--- src/rtl/rf_result_pipe_if.sv ---
// Purpose: EX-stage result bus into the result pipe, grouping the valid/allowin
//   handshake with the EX payload (write-back target, ALU result, load attributes).
// Modports:
//   master - EX datapath: drives ex_valid and the payload, observes ex_allowin
//   slave  - rf_result_pipe: observes ex_valid and the payload, drives ex_allowin
interface rf_result_pipe_if #(
  parameter int DATA_W = 32,
  parameter int ADDR_W = 5
);
  logic              ex_valid;
  logic              ex_allowin;
  logic              ex_rf_we;
  logic [ADDR_W-1:0] ex_rf_waddr;
  logic [DATA_W-1:0] ex_rf_wdata;
  logic              ex_mem_re;
  logic [1:0]        ex_ld_size;
  logic              ex_ld_unsigned;
  logic [1:0]        ex_addr_lo;

  modport master (
    output ex_valid, ex_rf_we, ex_rf_waddr, ex_rf_wdata,
    output ex_mem_re, ex_ld_size, ex_ld_unsigned, ex_addr_lo,
    input  ex_allowin
  );

  modport slave (
    input  ex_valid, ex_rf_we, ex_rf_waddr, ex_rf_wdata,
    input  ex_mem_re, ex_ld_size, ex_ld_unsigned, ex_addr_lo,
    output ex_allowin
  );
endinterface

--- src/rtl/rf_result_pipe.sv ---
// Purpose: EX->MEM and MEM->WB result registers of the integer pipeline. Sources the
//   EX/MEM/WB forwarding buses for the ID-stage bypass, merges data-SRAM load returns
//   (discarding responses that belong to flushed loads), and drives the regfile write port.
// Configuration: define LOAD_EXT_EN to enable byte/half extraction with sign/zero
//   extension; without it every load returns the full mem_rdata word.
// Ports:
//   clk, rst          clock, asynchronous active-low reset
//   ex_if (slave)     EX handshake + payload (valid/allowin, we, waddr, wdata, load attrs)
//   mem_rdata/_ok     data-SRAM read response
//   flush             kills EX and MEM contents
//   fwd_ex_*          EX forward bus (combinational)
//   fwd_mem_*         MEM forward bus
//   fwd_wb_*          WB forward bus (same as regfile write port)
//   rf_we/waddr/wdata regfile write port
module rf_result_pipe #(
  parameter int DATA_W = 32,
  parameter int ADDR_W = 5
) (
  input  logic              clk,
  input  logic              rst,
  rf_result_pipe_if.slave   ex_if,
  input  logic [DATA_W-1:0] mem_rdata,
  input  logic              mem_data_ok,
  input  logic              flush,
  output logic              fwd_ex_rf_we,
  output logic [ADDR_W-1:0] fwd_ex_rf_waddr,
  output logic [DATA_W-1:0] fwd_ex_rf_wdata,
  output logic              fwd_ex_mem_re,
  output logic              fwd_mem_rf_we,
  output logic [ADDR_W-1:0] fwd_mem_rf_waddr,
  output logic [DATA_W-1:0] fwd_mem_rf_wdata,
  output logic              fwd_mem_mem_re,
  output logic              fwd_wb_rf_we,
  output logic [ADDR_W-1:0] fwd_wb_rf_waddr,
  output logic [DATA_W-1:0] fwd_wb_rf_wdata,
  output logic              rf_we,
  output logic [ADDR_W-1:0] rf_waddr,
  output logic [DATA_W-1:0] rf_wdata
);

`ifdef LOAD_EXT_EN
  function automatic logic [DATA_W-1:0] load_extend(
    input logic [DATA_W-1:0] rdata,
    input logic [1:0]        size,
    input logic              uns,
    input logic [1:0]        lo
  );
    logic signed [7:0]  b;
    logic signed [15:0] h;
    logic               fill;
    b = 8'(rdata >> {lo, 3'b000});
    h = 16'(rdata >> {lo[1], 4'b0000});
    case (size)
      2'd0: begin
        fill = ~uns & b[7];
        load_extend = {{(DATA_W-8){fill}}, b};
      end
      2'd1: begin
        fill = ~uns & h[15];
        load_extend = {{(DATA_W-16){fill}}, h};
      end
      default: load_extend = rdata;
    endcase
  endfunction
`endif

  // EX stage: writes to r0 are dropped here so no bus ever advertises them.
  logic ex_we_eff;
  assign ex_we_eff = ex_if.ex_rf_we & (ex_if.ex_rf_waddr != '0);

  logic              vld_p1_q, vld_p1_d;
  logic              we_p1_q, we_p1_d;
  logic [ADDR_W-1:0] waddr_p1_q, waddr_p1_d;
  logic [DATA_W-1:0] alu_p1_q, alu_p1_d;
  logic              mre_p1_q, mre_p1_d;
`ifdef LOAD_EXT_EN
  logic [1:0]        size_p1_q, size_p1_d;
  logic              uns_p1_q, uns_p1_d;
  logic [1:0]        lo_p1_q, lo_p1_d;
`else
  logic              unused_ld_attrs;
  assign unused_ld_attrs = ^{ex_if.ex_ld_size, ex_if.ex_ld_unsigned, ex_if.ex_addr_lo};
`endif
  logic              drop_pend_q, drop_pend_d;

  logic              vld_p2_q, vld_p2_d;
  logic              we_p2_q, we_p2_d;
  logic [ADDR_W-1:0] waddr_p2_q, waddr_p2_d;
  logic [DATA_W-1:0] wdata_p2_q, wdata_p2_d;

  logic              ok_eff;
  logic              ready_go;
  logic              mem_allowin;
  logic [DATA_W-1:0] ld_data;
  logic [DATA_W-1:0] mem_wdata;

  // A response arriving while drop_pend is set belongs to a flushed load.
  assign ok_eff      = mem_data_ok & ~drop_pend_q;
  assign ready_go    = ~mre_p1_q | ok_eff;
  assign mem_allowin = ~vld_p1_q | ready_go;
  assign ex_if.ex_allowin = mem_allowin;

`ifdef LOAD_EXT_EN
  assign ld_data = load_extend(mem_rdata, size_p1_q, uns_p1_q, lo_p1_q);
`else
  assign ld_data = mem_rdata;
`endif
  assign mem_wdata = mre_p1_q ? ld_data : alu_p1_q;

  always_comb begin
    vld_p1_d   = flush ? 1'b0 : (mem_allowin ? ex_if.ex_valid : vld_p1_q);
    we_p1_d    = we_p1_q;
    waddr_p1_d = waddr_p1_q;
    alu_p1_d   = alu_p1_q;
    mre_p1_d   = mre_p1_q;
`ifdef LOAD_EXT_EN
    size_p1_d  = size_p1_q;
    uns_p1_d   = uns_p1_q;
    lo_p1_d    = lo_p1_q;
`endif
    if (ex_if.ex_valid & mem_allowin) begin
      we_p1_d    = ex_we_eff;
      waddr_p1_d = ex_if.ex_rf_waddr;
      alu_p1_d   = ex_if.ex_rf_wdata;
      mre_p1_d   = ex_if.ex_mem_re;
`ifdef LOAD_EXT_EN
      size_p1_d  = ex_if.ex_ld_size;
      uns_p1_d   = ex_if.ex_ld_unsigned;
      lo_p1_d    = ex_if.ex_addr_lo;
`endif
    end

    // Flushing a load whose data has not arrived leaves one response in flight that
    // must be swallowed; a response in the flush cycle itself is simply discarded.
    drop_pend_d = drop_pend_q;
    if (flush & vld_p1_q & mre_p1_q & ~ok_eff)
      drop_pend_d = 1'b1;
    else if (drop_pend_q & mem_data_ok)
      drop_pend_d = 1'b0;

    vld_p2_d   = vld_p1_q & ready_go & ~flush;
    we_p2_d    = we_p2_q;
    waddr_p2_d = waddr_p2_q;
    wdata_p2_d = wdata_p2_q;
    if (vld_p1_q & ready_go) begin
      we_p2_d    = we_p1_q;
      waddr_p2_d = waddr_p1_q;
      wdata_p2_d = mem_wdata;
    end
  end

  // EX -> MEM and MEM -> WB boundaries
  always_ff @(posedge clk or negedge rst) begin
    if (!rst) begin
      vld_p1_q    <= 1'b0;
      we_p1_q     <= 1'b0;
      waddr_p1_q  <= '0;
      alu_p1_q    <= '0;
      mre_p1_q    <= 1'b0;
`ifdef LOAD_EXT_EN
      size_p1_q   <= '0;
      uns_p1_q    <= 1'b0;
      lo_p1_q     <= '0;
`endif
      drop_pend_q <= 1'b0;
      vld_p2_q    <= 1'b0;
      we_p2_q     <= 1'b0;
      waddr_p2_q  <= '0;
      wdata_p2_q  <= '0;
    end else begin
      vld_p1_q    <= vld_p1_d;
      we_p1_q     <= we_p1_d;
      waddr_p1_q  <= waddr_p1_d;
      alu_p1_q    <= alu_p1_d;
      mre_p1_q    <= mre_p1_d;
`ifdef LOAD_EXT_EN
      size_p1_q   <= size_p1_d;
      uns_p1_q    <= uns_p1_d;
      lo_p1_q     <= lo_p1_d;
`endif
      drop_pend_q <= drop_pend_d;
      vld_p2_q    <= vld_p2_d;
      we_p2_q     <= we_p2_d;
      waddr_p2_q  <= waddr_p2_d;
      wdata_p2_q  <= wdata_p2_d;
    end
  end

  assign fwd_ex_rf_we    = ex_if.ex_valid & ex_we_eff & ~flush;
  assign fwd_ex_rf_waddr = ex_if.ex_rf_waddr;
  assign fwd_ex_rf_wdata = ex_if.ex_rf_wdata;
  assign fwd_ex_mem_re   = ex_if.ex_valid & ex_if.ex_mem_re;

  // A pending load tells the consumer to stall; once data arrives it forwards directly.
  assign fwd_mem_rf_we    = vld_p1_q & we_p1_q;
  assign fwd_mem_rf_waddr = waddr_p1_q;
  assign fwd_mem_rf_wdata = mem_wdata;
  assign fwd_mem_mem_re   = vld_p1_q & mre_p1_q & ~ok_eff;

  assign rf_we    = vld_p2_q & we_p2_q;
  assign rf_waddr = waddr_p2_q;
  assign rf_wdata = wdata_p2_q;

  assign fwd_wb_rf_we    = rf_we;
  assign fwd_wb_rf_waddr = rf_waddr;
  assign fwd_wb_rf_wdata = rf_wdata;

endmodule

--- src/flat_wrapper.sv ---
// flat-port wrapper written by rule: the top's interface ports become plain ports
module rf_result_pipe_flat 
#(
  parameter int DATA_W = 32,
  parameter int ADDR_W = 5
)
  (clk, rst, mem_rdata, mem_data_ok, flush, fwd_ex_rf_we, fwd_ex_rf_waddr, fwd_ex_rf_wdata, fwd_ex_mem_re, fwd_mem_rf_we, fwd_mem_rf_waddr, fwd_mem_rf_wdata, fwd_mem_mem_re, fwd_wb_rf_we, fwd_wb_rf_waddr, fwd_wb_rf_wdata, rf_we, rf_waddr, rf_wdata, ex_if_ex_valid, ex_if_ex_rf_we, ex_if_ex_rf_waddr, ex_if_ex_rf_wdata, ex_if_ex_mem_re, ex_if_ex_ld_size, ex_if_ex_ld_unsigned, ex_if_ex_addr_lo, ex_if_ex_allowin);
  rf_result_pipe_if #(.DATA_W(DATA_W), .ADDR_W(ADDR_W)) ex_if_i ();
  input  logic clk;
  input  logic rst;
  input  logic [DATA_W-1:0] mem_rdata;
  input  logic mem_data_ok;
  input  logic flush;
  output logic fwd_ex_rf_we;
  output logic [ADDR_W-1:0] fwd_ex_rf_waddr;
  output logic [DATA_W-1:0] fwd_ex_rf_wdata;
  output logic fwd_ex_mem_re;
  output logic fwd_mem_rf_we;
  output logic [ADDR_W-1:0] fwd_mem_rf_waddr;
  output logic [DATA_W-1:0] fwd_mem_rf_wdata;
  output logic fwd_mem_mem_re;
  output logic fwd_wb_rf_we;
  output logic [ADDR_W-1:0] fwd_wb_rf_waddr;
  output logic [DATA_W-1:0] fwd_wb_rf_wdata;
  output logic rf_we;
  output logic [ADDR_W-1:0] rf_waddr;
  output logic [DATA_W-1:0] rf_wdata;
  input wire logic [$bits(ex_if_i.ex_valid)-1:0] ex_if_ex_valid;
  input wire logic [$bits(ex_if_i.ex_rf_we)-1:0] ex_if_ex_rf_we;
  input wire logic [$bits(ex_if_i.ex_rf_waddr)-1:0] ex_if_ex_rf_waddr;
  input wire logic [$bits(ex_if_i.ex_rf_wdata)-1:0] ex_if_ex_rf_wdata;
  input wire logic [$bits(ex_if_i.ex_mem_re)-1:0] ex_if_ex_mem_re;
  input wire logic [$bits(ex_if_i.ex_ld_size)-1:0] ex_if_ex_ld_size;
  input wire logic [$bits(ex_if_i.ex_ld_unsigned)-1:0] ex_if_ex_ld_unsigned;
  input wire logic [$bits(ex_if_i.ex_addr_lo)-1:0] ex_if_ex_addr_lo;
  output wire logic [$bits(ex_if_i.ex_allowin)-1:0] ex_if_ex_allowin;
  assign ex_if_i.ex_valid = ex_if_ex_valid;
  assign ex_if_i.ex_rf_we = ex_if_ex_rf_we;
  assign ex_if_i.ex_rf_waddr = ex_if_ex_rf_waddr;
  assign ex_if_i.ex_rf_wdata = ex_if_ex_rf_wdata;
  assign ex_if_i.ex_mem_re = ex_if_ex_mem_re;
  assign ex_if_i.ex_ld_size = ex_if_ex_ld_size;
  assign ex_if_i.ex_ld_unsigned = ex_if_ex_ld_unsigned;
  assign ex_if_i.ex_addr_lo = ex_if_ex_addr_lo;
  assign ex_if_ex_allowin = ex_if_i.ex_allowin;
  rf_result_pipe #(.DATA_W(DATA_W), .ADDR_W(ADDR_W)) u_core (.clk(clk), .rst(rst), .ex_if(ex_if_i), .mem_rdata(mem_rdata), .mem_data_ok(mem_data_ok), .flush(flush), .fwd_ex_rf_we(fwd_ex_rf_we), .fwd_ex_rf_waddr(fwd_ex_rf_waddr), .fwd_ex_rf_wdata(fwd_ex_rf_wdata), .fwd_ex_mem_re(fwd_ex_mem_re), .fwd_mem_rf_we(fwd_mem_rf_we), .fwd_mem_rf_waddr(fwd_mem_rf_waddr), .fwd_mem_rf_wdata(fwd_mem_rf_wdata), .fwd_mem_mem_re(fwd_mem_mem_re), .fwd_wb_rf_we(fwd_wb_rf_we), .fwd_wb_rf_waddr(fwd_wb_rf_waddr), .fwd_wb_rf_wdata(fwd_wb_rf_wdata), .rf_we(rf_we), .rf_waddr(rf_waddr), .rf_wdata(rf_wdata));
endmodule
--- config.mk ---
export PLATFORM = sky130hd
export DESIGN_NAME = rf_result_pipe_flat
export DESIGN_NICKNAME = d
export VERILOG_FILES = /design/src/rtl/rf_result_pipe_if.sv /design/src/rtl/rf_result_pipe.sv /design/src/flat_wrapper.sv
export SDC_FILE = /design/constraint.sdc
export NUM_CORES = 1
export LEC_CHECK = 0
export BUFFER_PORTS_ARGS = -buffer_cell sky130_fd_sc_hd__buf_2
export CAP_MARGIN = 0
export CORE_MARGIN = 3
export CORE_UTILIZATION = 43
export CTS_CLUSTER_DIAMETER = 200
export DETAILED_ROUTE_END_ITERATION = 16
export HOLD_SLACK_MARGIN = 0.08
export PLACE_DENSITY_LB_ADDON = 0.05
export SETUP_SLACK_MARGIN = 0.15
export SLEW_MARGIN = 20
export SYNTH_ARGS = -nofsm -noshare
export SYNTH_HDL_FRONTEND = slang
export SYNTH_SLANG_ARGS = --single-unit
--- constraint.sdc ---
create_clock -name clk -period 1.6 [get_ports clk]
set_input_delay 0.08 -clock clk [delete_from_list [all_inputs] [get_ports clk]]
set_output_delay 0.08 -clock clk [all_outputs]
set_load 0.005 [all_outputs]
==> impl_metrics.ini <==
[critical_path]
path_cells = buf_12 -> mux2_2 -> buf_2
cp.required_ns = 1.52
cp_top_family = flip-flops
path_buf_inv = 2
worst-r2r-cell-count = 5
max_stage_delay_ns = 0.41
critPathArrivalTime_ns = 1.46
worstSetupPathType = reg2out
startpoint_type = register
slowest_stage = dfrtp_2
cp-end-kind = output pin
worstPathMaxFanout = 21
path_depth = 3

[detailed_routing]
vias = 2930
postRouteAntennaNets = 0
routed_wl_um = 10500
drtPass1Iterations = 4
wire_per_inst_um = 16.8
vias_per_cell = 4.69
drc = 0
drtIter0Drc = 37

[die]
initial_core_util = 0.454
die_w_um = 103
die_area_um2 = 10600
fp-row-count = 34
io_pins = 236
core_um2 = 8930
die_h_um = 103

[run]
max_cap_viol_count = 0

[worst_hold_path]
whs_path_depth = 3
hold_path.class = in2reg

[clock_tree]
path_clk_slew_ns = 0.07
root_buffer = clkbuf_8
htreeDepth = 3
clock_sinks = 80
max-clock-path-buffers = 2
insertion_delay_ns = 0.34
numCtsBuffers = 9
cts_tree = done

[grt]
antenna_found_initial = 0
grt_pass1_wl_um = 14400
grt_pass1_vias = 2901
grt-ovfl-total = 0
gr-usage-all-layers = 0.180
grt_max_degree = 31

[final_layout]
final_cells = 625
insertedDiodeCount = 0
fin_nets = 595
area_growth_pct = 42.8
nFillCells = 735
drive_gt1_frac = 0.716

[sta]
final-setup-viol-count = 0
final_max_slew_viol_count = 0
period_share = 0.963
setup_tns_ns = 0
slew-limit-headroom = 0.723
fmax_mhz = 649
hold_viol = 0
finalClockSkew_ns = 0.0110
tightest_slew_ns = 0.415
setup_ws_ns = 0.0599
rsz0062_at_grt = true
fin_crit_ns = 1.54

[placed_design]
gp_congestion = 0.710
dp.cells = 558
pre_cts_ws_ns = 0.160
place_hpwl_um = 7060
io_buffers = 230

[yosys]
syn_nets = 377
synth.yosys.seq_area_share = 0.493
ys_warn_count = 0
synthCells = 296
syn_area_um2 = 4060
ys_ff_latch = 80
synth_cell_types = 21
syn_avg_cell_area_um2 = 13.7

[power]
max-vdd-ir-drop_mv = 0.629
power_density_nw_per_um2 = 1060
p_leak_uw = 0.00295

[outcome]
status = finished clean
==> timing repair <==
item	in CTS	in global routing
buffers inserted	1	2
hold endpoints to repair	101	0
cloned	0	8
endpoints found under the setup margin	34	105
gates resized for setup	1	27
hold buffers	42	0
==> logic make-up (layout without fill, tap and decap cells) <==
logic type | Yosys count | count (layout) | share of synthesized area
multiplexers | 108 | 108 | 0.317
AO/OA/AOI/OAI | 6 | 6 | 0.0105
buffers and inverters | 93 | 314 | 0.165
AND/OR/NAND/NOR | 9 | 9 | 0.0142
flip-flops | 80 | 80 | 0.493
==> synthesized netlist by cell type <==
cell	n	area share
nand2b_4	1	0.0034
buf_6	3	0.0083
a21boi_2	1	0.0028
mux2_2	81	0.22
mux2i_1	1	0.0025
buf_2	7	0.0086
mux2_1	7	0.019
nor3_1	1	0.0012
or4_1	1	0.0019
a31o_1	1	0.0022
nand3_1	1	0.0012
and2_1	3	0.0046
nor2_1	2	0.0019
inv_1	6	0.0056
mux2_4	19	0.070
a21oi_1	1	0.0012
dfrtp_1	80	0.49
a31oi_1	1	0.0015
o21ai_0	1	0.0012
o22ai_1	1	0.0015
buf_4	77	0.14
==> sequential cells by signal (all words and copies together), names as in the netlist <==
register	flops
u_core.mre_p1_q	1
u_core.fwd_wb_rf_wdata	32
u_core.fwd_mem_rf_waddr	5
u_core.we_p2_q	1
u_core.drop_pend_q	1
u_core.alu_p1_q	32
u_core.fwd_wb_rf_waddr	5
u_core.we_p1_q	1
u_core.vld_p2_q	1
u_core.vld_p1_q	1
==> final cells by class <==
type / instances / area (µm²) / share of cell area
sequential: 80 / 2000 / 0.346
clock buffer: 10 / 128 / 0.0220
tap: 108 / 135 / 0.0233
timing repair buffer: 294 / 2010 / 0.346
multi-input combinational: 123 / 1450 / 0.251
clock inverter: 4 / 47.5 / 0.00820
inverter: 6 / 22.5 / 0.00389
==> cells in the final DEF (no fill, tap or decap), types with 2 or more instances in the layout <==
cell           count
buf_6             10
mux2_1             7
inv_1              6
dfrtp_1           79
dlygate4sd3_1     42
mux2_4            29
clkbuf_16          6
buf_2            220
buf_4              7
clkinv_2           2
clkbuf_8           9
buf_12             7
nor2_1             2
buf_8              2
and2_1             3
mux2_2            71
==> worst reg2reg max path, delay by kind of cell (launching register included) <==
kind / cells / cell delay [ns]
flip-flops: 1 / 0.44
buffers and inverters: 3 / 0.50
AO/OA/AOI/OAI: 1 / 0.14
multiplexers: 1 / 0.33
==> worst paths after layout <==
path	from	endpoint	slack, ns
worst max register to register	u_core.mre_p1_q	u_core.fwd_wb_rf_wdata[26]	0.09
max in group asynchronous	rst	u_core.fwd_wb_rf_wdata[6]	0.79
worst min-delay path	ex_if_ex_rf_we	u_core.we_p1_q	0.08
min in group asynchronous	rst	u_core.alu_p1_q[12]	0.20
worst max-delay path	u_core.mre_p1_q	fwd_mem_rf_wdata[4]	0.06
worst min register to register	u_core.fwd_wb_rf_waddr[0]	u_core.fwd_wb_rf_waddr[0]	0.50
==> layer usage <==
layer | track usage | vias up | wire length, µm
met4 | 0.0538 | 0 | 130
li1 | - | 1374 | -
met3 | 0.0487 | 13 | 819
met1 | 0.213 | 1404 | 4260
met2 | 0.318 | 139 | 5310
met5 | 0 | - | 0
==> through the flow <==
step                      hold slack (ns)  area, µm²  total power [µW]  utilization
after floorplan                    -0.216       4060              3980            -
after global placement             0.0481       4850              4560        0.543
after detailed placement           0.0460       4850              4590        0.543
after CTS                          0.0857       5460              6080        0.611
after global routing               0.0897       5800              6560        0.649
final                              0.0810       5800              6150        0.649
==> power by group <==
| part | switching (µW) | internal, µW | total, µW |
|---|---|---|---|
| clock | 690 | 699 | 1390 |
| sequential | 269 | 2450 | 2720 |
| combinational | 774 | 1270 | 2050 |
| total | 1730 | 4420 | 6150 |
Note: power is estimated with default switching activity, not from simulation.
